--- config.mk ---
export PLATFORM = sky130hd
export DESIGN_NAME = spi_regbank_slave_flat
export DESIGN_NICKNAME = d
export VERILOG_FILES = /design/src/rtl/spi_regbank_pkg.sv /design/src/rtl/spi_regbank_if.sv /design/src/rtl/spi_sync_edge.sv /design/src/rtl/spi_regbank_slave.sv /design/src/flat_wrapper.sv
export SDC_FILE = /design/constraint.sdc
export NUM_CORES = 1
export LEC_CHECK = 0
export BUFFER_PORTS_ARGS = -buffer_cell sky130_fd_sc_hd__buf_2
export CELL_PAD_IN_SITES_DETAIL_PLACEMENT = 1
export CELL_PAD_IN_SITES_GLOBAL_PLACEMENT = 1
export CORE_ASPECT_RATIO = 0.75
export CORE_MARGIN = 2
export CORE_UTILIZATION = 45
export CTS_CLUSTER_SIZE = 10
export DETAILED_ROUTE_END_ITERATION = 10
export PLACE_DENSITY_LB_ADDON = 0.1
export SETUP_SLACK_MARGIN = 0.3
export SKIP_LAST_GASP = 1
export SYNTH_ARGS = -nofsm -noshare
export SYNTH_HDL_FRONTEND = slang
export SYNTH_SLANG_ARGS = --single-unit
--- constraint.sdc ---
create_clock -name FPGA_CLK -period 2.8 [get_ports FPGA_CLK]
set_input_delay 0.14 -clock FPGA_CLK [delete_from_list [all_inputs] [get_ports FPGA_CLK]]
set_output_delay 0.14 -clock FPGA_CLK [all_outputs]
set_load 0.05 [all_outputs]
--- src/rtl/spi_regbank_pkg.sv ---
// Shared constants, FSM state type and address helper for the SPI register bank.
package spi_regbank_pkg;

    localparam logic [6:0] ADDR_ID        = 7'd0;
    localparam logic [6:0] ADDR_STATUS    = 7'd1;
    localparam logic [6:0] ADDR_IRQ_MASK  = 7'd2;
    localparam logic [6:0] ADDR_CTRL_BASE = 7'd3;
    localparam int         CMD_RD_BIT     = 7;

    typedef enum logic [1:0] {
        ST_IDLE,
        ST_CMD,
        ST_DATA
    } state_e;

    // Burst address step; wraps from the last implemented register to 0.
    function automatic logic [6:0] next_addr(
        input logic [6:0] a,
        input logic [6:0] last
    );
        return (a == last) ? 7'd0 : a + 7'd1;
    endfunction

endpackage

--- src/rtl/spi_regbank_if.sv ---
// SPI pin bundle between the CPLD-gated bus master and the FPGA register-bank slave.
interface spi_regbank_if;

    logic FPGA_SPI_CLK_IN;
    logic FPGA_SPI_MOSI_IN;
    logic FPGA_SPI_NSS_IN;
    logic FPGA_SPI_MISO_OUT;
    logic FPGA_SPI_INT_OUT;

    modport master (
        output FPGA_SPI_CLK_IN,
        output FPGA_SPI_MOSI_IN,
        output FPGA_SPI_NSS_IN,
        input  FPGA_SPI_MISO_OUT,
        input  FPGA_SPI_INT_OUT
    );

    modport slave (
        input  FPGA_SPI_CLK_IN,
        input  FPGA_SPI_MOSI_IN,
        input  FPGA_SPI_NSS_IN,
        output FPGA_SPI_MISO_OUT,
        output FPGA_SPI_INT_OUT
    );

endinterface

--- src/rtl/spi_sync_edge.sv ---
// N-flop synchronizer for an asynchronous SPI pin with rise/fall strobes.
module spi_sync_edge #(
    parameter int STAGES = 2
) (
    input  logic i_clk,
    input  logic i_rst,
    input  logic i_d,
    output logic o_q,
    output logic o_rise,
    output logic o_fall
);

    logic [STAGES-1:0] r_sync;
    logic              r_prev;

    // Reset to 0 so a select already low at reset never looks like a new frame.
    always_ff @(posedge i_clk) begin
        if (i_rst) begin
            r_sync <= '0;
            r_prev <= 1'b0;
        end else begin
            r_sync <= {r_sync[STAGES-2:0], i_d};
            r_prev <= r_sync[STAGES-1];
        end
    end

    assign o_q    = r_sync[STAGES-1];
    assign o_rise = o_q & ~r_prev;
    assign o_fall = ~o_q & r_prev;

endmodule

--- src/rtl/spi_regbank_slave.sv ---
// SPI mode-0 slave register bank: ID, STATUS (W1C), IRQ_MASK, CTRL regs.
// Define SPI_REGBANK_INT_EN to drive INT from |(STATUS & IRQ_MASK).
module spi_regbank_slave
    import spi_regbank_pkg::*;
#(
    parameter int         NREGS       = 8,
    parameter logic [7:0] ID_VALUE    = 8'hA5,
    parameter int         SYNC_STAGES = 2
) (
    input  logic                   FPGA_CLK,
    input  logic                   FPGA_RST,
    spi_regbank_if.slave           spi,
    input  logic [7:0]             EVT_IN,
    output logic [8*(NREGS-3)-1:0] CTRL_OUT,
    output logic                   WR_STB,
    output logic [6:0]             WR_ADDR
);

    localparam logic [6:0] LAST_ADDR = 7'(NREGS - 1);
    localparam int         CTRL_LO   = int'(ADDR_CTRL_BASE);

    logic w_sck_q, w_sck_rise, w_sck_fall;
    logic w_nss_q, w_nss_rise, w_nss_fall;
    logic w_mosi_q, w_mosi_rise, w_mosi_fall;
    logic w_unused;

    state_e r_state, w_next;

    logic [2:0] r_bitcnt;
    logic [7:0] r_rx;
    logic [7:0] r_tx;
    logic [6:0] r_addr;
    logic       r_rd;
    logic       r_load;
    logic       r_miso;
    logic       r_wr_stb;
    logic [6:0] r_wr_addr;
    logic [7:0] r_status;
    logic [7:0] r_irq_mask;
    logic [7:0] r_ctrl [CTRL_LO:NREGS-1];
    logic [7:0] w_regs [128];

    logic       w_active;
    logic       w_bit_rise;
    logic       w_byte_done;
    logic       w_data_done;
    logic       w_tx_fall;
    logic       w_wr;
    logic       w_ctrl_hit;
    logic [7:0] w_byte;
    logic [7:0] w_w1c;

    spi_sync_edge #(.STAGES(SYNC_STAGES)) u_sck (
        .i_clk  (FPGA_CLK),
        .i_rst  (FPGA_RST),
        .i_d    (spi.FPGA_SPI_CLK_IN),
        .o_q    (w_sck_q),
        .o_rise (w_sck_rise),
        .o_fall (w_sck_fall)
    );

    spi_sync_edge #(.STAGES(SYNC_STAGES)) u_nss (
        .i_clk  (FPGA_CLK),
        .i_rst  (FPGA_RST),
        .i_d    (spi.FPGA_SPI_NSS_IN),
        .o_q    (w_nss_q),
        .o_rise (w_nss_rise),
        .o_fall (w_nss_fall)
    );

    spi_sync_edge #(.STAGES(SYNC_STAGES)) u_mosi (
        .i_clk  (FPGA_CLK),
        .i_rst  (FPGA_RST),
        .i_d    (spi.FPGA_SPI_MOSI_IN),
        .o_q    (w_mosi_q),
        .o_rise (w_mosi_rise),
        .o_fall (w_mosi_fall)
    );

    assign w_unused = ^{w_sck_q, w_mosi_rise, w_mosi_fall};

    assign w_active    = (r_state != ST_IDLE) && !w_nss_q;
    assign w_bit_rise  = w_active && w_sck_rise;
    assign w_byte_done = w_bit_rise && (r_bitcnt == 3'd7);
    assign w_data_done = w_byte_done && (r_state == ST_DATA);
    assign w_tx_fall   = w_active && w_sck_fall && (r_state == ST_DATA);
    assign w_byte      = {r_rx[6:0], w_mosi_q};
    assign w_wr        = w_data_done && !r_rd;
    assign w_ctrl_hit  = (r_addr >= ADDR_CTRL_BASE) && (r_addr <= LAST_ADDR);
    assign w_w1c       = (w_wr && r_addr == ADDR_STATUS) ? w_byte : 8'h00;

    always_ff @(posedge FPGA_CLK) begin
        if (FPGA_RST) r_state <= ST_IDLE;
        else          r_state <= w_next;
    end

    always_comb begin
        w_next = r_state;
        unique case (r_state)
            ST_IDLE: if (w_nss_fall) w_next = ST_CMD;
            ST_CMD: begin
                if (w_nss_rise)       w_next = ST_IDLE;
                else if (w_byte_done) w_next = ST_DATA;
            end
            ST_DATA: if (w_nss_rise) w_next = ST_IDLE;
            default: w_next = ST_IDLE;
        endcase
    end

    always_comb begin
        for (int i = 0; i < 128; i++) w_regs[i] = 8'h00;
        w_regs[ADDR_ID]       = ID_VALUE;
        w_regs[ADDR_STATUS]   = r_status;
        w_regs[ADDR_IRQ_MASK] = r_irq_mask;
        for (int i = CTRL_LO; i < NREGS; i++) w_regs[i] = r_ctrl[i];
    end

    // Shift engine: rx on SCK rise, tx reload one cycle after each byte.
    always_ff @(posedge FPGA_CLK) begin
        if (FPGA_RST) begin
            r_bitcnt <= '0;
            r_rx     <= '0;
            r_tx     <= '0;
            r_addr   <= '0;
            r_rd     <= 1'b0;
            r_load   <= 1'b0;
            r_miso   <= 1'b0;
        end else begin
            r_load <= 1'b0;
            if (r_state == ST_IDLE) begin
                r_bitcnt <= '0;
                r_rx     <= '0;
            end else if (w_bit_rise) begin
                r_bitcnt <= r_bitcnt + 3'd1;
                r_rx     <= w_byte;
            end
            if (w_byte_done && r_state == ST_CMD) begin
                r_rd   <= w_byte[CMD_RD_BIT];
                r_addr <= w_byte[6:0];
                r_load <= 1'b1;
            end else if (w_data_done) begin
                r_addr <= next_addr(r_addr, LAST_ADDR);
                r_load <= 1'b1;
            end
            if (r_state == ST_IDLE) r_tx <= '0;
            else if (r_load)        r_tx <= w_regs[r_addr];
            else if (w_tx_fall)     r_tx <= {r_tx[6:0], 1'b0};
            if (!w_active || r_state != ST_DATA) r_miso <= 1'b0;
            else if (w_sck_fall)                 r_miso <= r_tx[7];
        end
    end

    // Event set wins over a same-cycle W1C clear.
    always_ff @(posedge FPGA_CLK) begin
        if (FPGA_RST) begin
            r_status   <= '0;
            r_irq_mask <= '0;
            r_wr_stb   <= 1'b0;
            r_wr_addr  <= '0;
            for (int i = CTRL_LO; i < NREGS; i++) r_ctrl[i] <= '0;
        end else begin
            r_wr_stb <= 1'b0;
            r_status <= (r_status & ~w_w1c) | EVT_IN;
            if (w_wr && r_addr == ADDR_IRQ_MASK) r_irq_mask <= w_byte;
            if (w_wr && w_ctrl_hit) begin
                r_wr_stb  <= 1'b1;
                r_wr_addr <= r_addr;
            end
            for (int i = CTRL_LO; i < NREGS; i++) begin
                if (w_wr && r_addr == 7'(i)) r_ctrl[i] <= w_byte;
            end
        end
    end

    for (genvar g = 0; g < NREGS - 3; g++) begin : g_ctrl
        assign CTRL_OUT[8*g +: 8] = r_ctrl[g + CTRL_LO];
    end

    assign WR_STB                = r_wr_stb;
    assign WR_ADDR               = r_wr_addr;
    assign spi.FPGA_SPI_MISO_OUT = r_miso & ~w_nss_q;

`ifdef SPI_REGBANK_INT_EN
    logic r_int;

    always_ff @(posedge FPGA_CLK) begin
        if (FPGA_RST) r_int <= 1'b0;
        else          r_int <= |(r_status & r_irq_mask);
    end

    assign spi.FPGA_SPI_INT_OUT = r_int;
`else
    assign spi.FPGA_SPI_INT_OUT = 1'b0;
`endif

endmodule

--- src/flat_wrapper.sv ---
// flat-port wrapper written by rule: the top's interface ports become plain ports
module spi_regbank_slave_flat import spi_regbank_pkg::*;
#(
    parameter int         NREGS       = 8,
    parameter logic [7:0] ID_VALUE    = 8'hA5,
    parameter int         SYNC_STAGES = 2
)
  (FPGA_CLK, FPGA_RST, EVT_IN, CTRL_OUT, WR_STB, WR_ADDR, spi_FPGA_SPI_CLK_IN, spi_FPGA_SPI_MOSI_IN, spi_FPGA_SPI_NSS_IN, spi_FPGA_SPI_MISO_OUT, spi_FPGA_SPI_INT_OUT);
  spi_regbank_if spi_i ();
  input  logic FPGA_CLK;
  input  logic FPGA_RST;
  input  logic [7:0] EVT_IN;
  output logic [8*(NREGS-3)-1:0] CTRL_OUT;
  output logic WR_STB;
  output logic [6:0] WR_ADDR;
  input wire logic [$bits(spi_i.FPGA_SPI_CLK_IN)-1:0] spi_FPGA_SPI_CLK_IN;
  input wire logic [$bits(spi_i.FPGA_SPI_MOSI_IN)-1:0] spi_FPGA_SPI_MOSI_IN;
  input wire logic [$bits(spi_i.FPGA_SPI_NSS_IN)-1:0] spi_FPGA_SPI_NSS_IN;
  output wire logic [$bits(spi_i.FPGA_SPI_MISO_OUT)-1:0] spi_FPGA_SPI_MISO_OUT;
  output wire logic [$bits(spi_i.FPGA_SPI_INT_OUT)-1:0] spi_FPGA_SPI_INT_OUT;
  assign spi_i.FPGA_SPI_CLK_IN = spi_FPGA_SPI_CLK_IN;
  assign spi_i.FPGA_SPI_MOSI_IN = spi_FPGA_SPI_MOSI_IN;
  assign spi_i.FPGA_SPI_NSS_IN = spi_FPGA_SPI_NSS_IN;
  assign spi_FPGA_SPI_MISO_OUT = spi_i.FPGA_SPI_MISO_OUT;
  assign spi_FPGA_SPI_INT_OUT = spi_i.FPGA_SPI_INT_OUT;
  spi_regbank_slave #(.NREGS(NREGS), .ID_VALUE(ID_VALUE), .SYNC_STAGES(SYNC_STAGES)) u_core (.FPGA_CLK(FPGA_CLK), .FPGA_RST(FPGA_RST), .spi(spi_i), .EVT_IN(EVT_IN), .CTRL_OUT(CTRL_OUT), .WR_STB(WR_STB), .WR_ADDR(WR_ADDR));
endmodule
==> impl_results.md <==
- Via density per instance: 5.57
- Number of rows in the core area: 32
- Slowest cell on the critical path: a2111oi_0
- Cell depth of the worst min-delay path: 2
- Fraction of final layout cells sized beyond drive strength 1: about a quarter
- Total GRT Usage: 23.6%
- TritonCTS clock tree: built
- Final Instance Count excl. Fillers: roughly 610
- Mapped Cells: 417
- Sequential share of the synthesized area: a little over half
- Half-perimeter wire length after detailed placement: 9020 um
- Post-synthesis async set-or-reset flop share: 0%
- Worst ir drop on vdd: roughly 330 uV
- Capturing element type of the critical path: flip-flop
- Clock-pin slew on the worst setup and hold paths: ~70 ps
- Clock power share: about two fifths
- Placeable core region: 10200 um2
- Worst min-delay path category: in -> reg
- RSZ-0062 raised after global routing: no
- CTS Root Buffer Type: clkbuf_16
- Leakage: around 0.0021 uW
- Wire length of the first global-routing pass: 19600 um
- Detailed Route Iter0 Violations: between 200 and 300
- Count of nets left with antenna violations after detail routing: 0
- Netlist area before placement: between 4000 and 5000 um2
- Crit-path max cell delay: 470 ps
- Die X-Extent: 121 um
- IO Port Bufs: 61
- Highest-count cells in the layout ignoring fill and taps: dfxtp_1 (62), buf_2 (61), and2_1 (43)
- Vertical die dimension: 92.0 um
- Iteration count of the initial detailed-routing pass: 4
- CP max FO: 16
- Number of top-level pins: 63
- Weighted congestion at the end of routability-driven global placement: 0.784
- Pwr Total: ~3100 uW
- Final sum of negative setup slack: 0 ps
- Worst setup slack for register-to-register paths: 580 ps
- Routed len/inst: 20.3 um
- Number of distinct library cell variants in the gate-level netlist after synthesis: 57
- Gate power share: 7.2%
- Vias after detailed routing: 3417
- Final Slew Violations: 0
- Initial Utilization: 45.6%
- Critical Path Source Type: flip-flop
- DIE AREA: 11200 um2
- Setup-failing EPs final: 0
- Largest area contributor in the netlist: dfxtp_1
- Switching power: roughly 760 uW
- Final hold violation count: 0
- Final min period: 2220 ps
- Most common cell after layout, fill and taps aside: dfxtp_1
- Area share of the largest cell type after synthesis: 26.7%
- Type of the worst setup path: reg -> reg
- Total power density per cell area: between 500 and 600 nW/um2
- CP Cell Sequence: buf_4 > ha_1 > nand3_1 > or3_1 > a2111oi_0 > a221o_1
- H-Tree Depth: 3
- Setup Skew: 12.1 ps
- Number of enable flip-flop cells after synthesis: 40
- Antenna diodes: 0
- Worst Reg2Reg Path Length in Cells: 6
- Maxcap violations: 0
- Worst EP required: 3090 ps
- Final design utilization: between 50% and 60%
- Residual DRC: 0
- Later-pin clock latency in the skew report: 350 ps
- Outcome: completed
- DRT Wirelength: 12400 um
- Net Sw Frac: 24.7%
- Main synth FF type: dfxtp_1
- Count of placed standard cells including taps: just under 600
- Number of antenna violations at the first check in global routing: 0
- Net count after synthesis: 436
- Clock tree sinks: 102
- Worst-case clock buffer depth: 2
- Residual overflow from global routing: 0
- Power Internal: around 2300 uW
- Yosys synthesis warning count: 0
- # nets final: 491
- Maximum number of pins on one net before global-route repair: 49
- Sequential share of power: 52.3%
- Number of global-route vias before repair: 3526
- Actual slew at the worst max-slew pin: 631 ps
- Relative slew margins: 57.6%
- Crit share post-route: 79.3%
- Synthesized area per cell: between 10 and 15 um2
- Number of clock buffers inserted by TritonCTS: 9
- Synthesis-stage register bit count: approximately 100
- Data arrival time at the worst-slack endpoint: 2510 ps
- Largest cells by area after synthesis: dfxtp_1 (27%), edfxtp_1 (26%), mux2i_1 (6.5%)
- Max Clk Rate: between 400 and 500 MHz
- Synth-to-Final Area Change: 15.5%
## path summary, 6_finish.rpt
kind,start,end
max,u_core.r_addr[0],u_core.r_addr[6]
max reg2reg,u_core.r_addr[0],u_core.r_addr[6]
min reg2reg,u_core.u_mosi.r_sync[0],u_core.u_mosi.r_sync[1]
min,spi_FPGA_SPI_CLK_IN,u_core.u_sck.r_sync[0]
## cell usage after synthesis, types with 2 or more instances
cell       number
mux4_2          7
a2111oi_0       3
buf_1           3
nand2b_1        3
dfxtp_1        62
ha_1            6
buf_4           2
clkbuf_1       14
buf_6           3
nand3_1        15
mux2i_1        30
nor3_1          6
o21ai_0         9
a211oi_1        3
and2_1         43
o22ai_1         5
a311oi_1        4
nor3_2          6
edfxtp_1       40
a221oi_1        8
and4_1          3
nor4_1          3
nor2b_1        11
and2b_1         3
inv_1          10
mux2_2          5
a221o_1         4
or2_2           2
or3_1           4
nor3b_1         4
buf_2           6
o21ai_1         2
nand2_1        13
and4b_1         8
nor2_1         37
o32ai_1         2
a21oi_1         8
## repair_timing
action,4_1_cts,5_1_grt
hold buffers,2,0
hold endpoints to repair,2,0
setup buffers,0,0
gates resized for setup,0,0
## per-layer routing
metal,wire (um),global-route usage (%),up-vias
li1,-,-,1626
met1,5650,33.2,1701
met2,5940,36.7,83
met3,778,5.60,7
met4,65,6.13,0
met5,0,0,-
## sequential cells by signal, summed over array words and instances (netlist names)
name and cells:
u_core.r_rx 7, u_core.r_tx 8, u_core.u_nss.r_prev 1, u_core.r_irq_mask 8, u_core.r_addr 7, u_core.r_rd 1
u_core.u_sck.r_sync 2, u_core.r_ctrl 40, u_core.r_load 1, u_core.u_mosi.r_sync 2, u_core.u_sck.r_prev 1, u_core.r_bitcnt 3
u_core.r_miso 1, u_core.r_state 2, u_core.WR_ADDR 7, u_core.r_status 8, u_core.u_nss.r_sync 2, u_core.WR_STB 1
## metrics by stage
stage | hold WS [ps] | cell area [um2] | setup WS, ps
after floorplan | 268 | 4640 | 626
after global placement | 355 | 5040 | 690
after detailed placement | 363 | 5040 | 593
after CTS | 17.6 | 5360 | 578
after global routing | 23.4 | 5360 | 388
final | 25.4 | 5360 | 579
## cells by family (layout without fill, tap and decap cells)
| kind of cell | Yosys count | in the layout | synth area share (%) |
|---|---|---|---|
| adders and majority gates | 6 | 6 | 1.62 |
| xor gates and xnor gates | 1 | 1 | 0.189 |
| AOI/OAI and AO/OA | 56 | 56 | 8.71 |
| DFF | 102 | 102 | 52.6 |
| and+or+nand+nor | 170 | 170 | 21.8 |
| other | 1 | 1 | 0.0808 |
| muxes | 42 | 42 | 11.1 |
| buffers and inverters | 39 | 99 | 3.96 |
## cell type report
class / count / area (um2)
well taps: 136 / 170
flip-flops and latches: 102 / 2440
multi-input cells: 276 / 2020
clock buffers: 11 / 264
clock inverters: 5 / 36.3
inverters: 11 / 41.3
fillers: 1105 / 4810
repair buffers: 72 / 393
## power by group through the flow
stage | registers [uW] | clock network [uW] | logic, uW
detailed placement | 1650 | 0 | 223
global placement | 1650 | 0 | 220
floorplan | 1740 | 0 | 57.8
finish | 1610 | 1250 | 223
CTS | 1610 | 1270 | 225
global route | 1620 | 1330 | 234
## worst max-delay path, delay by kind of cell, from the launching register on
family | cells | cell delay (ps)
AO/OA/AOI/OAI | 2 | 640
AND/OR/NAND/NOR | 2 | 580
flip-flops | 1 | 360
adder cells (fa/ha/maj) | 1 | 340
buffers and inverters | 1 | 240
Power figures use the tool's default switching activity.
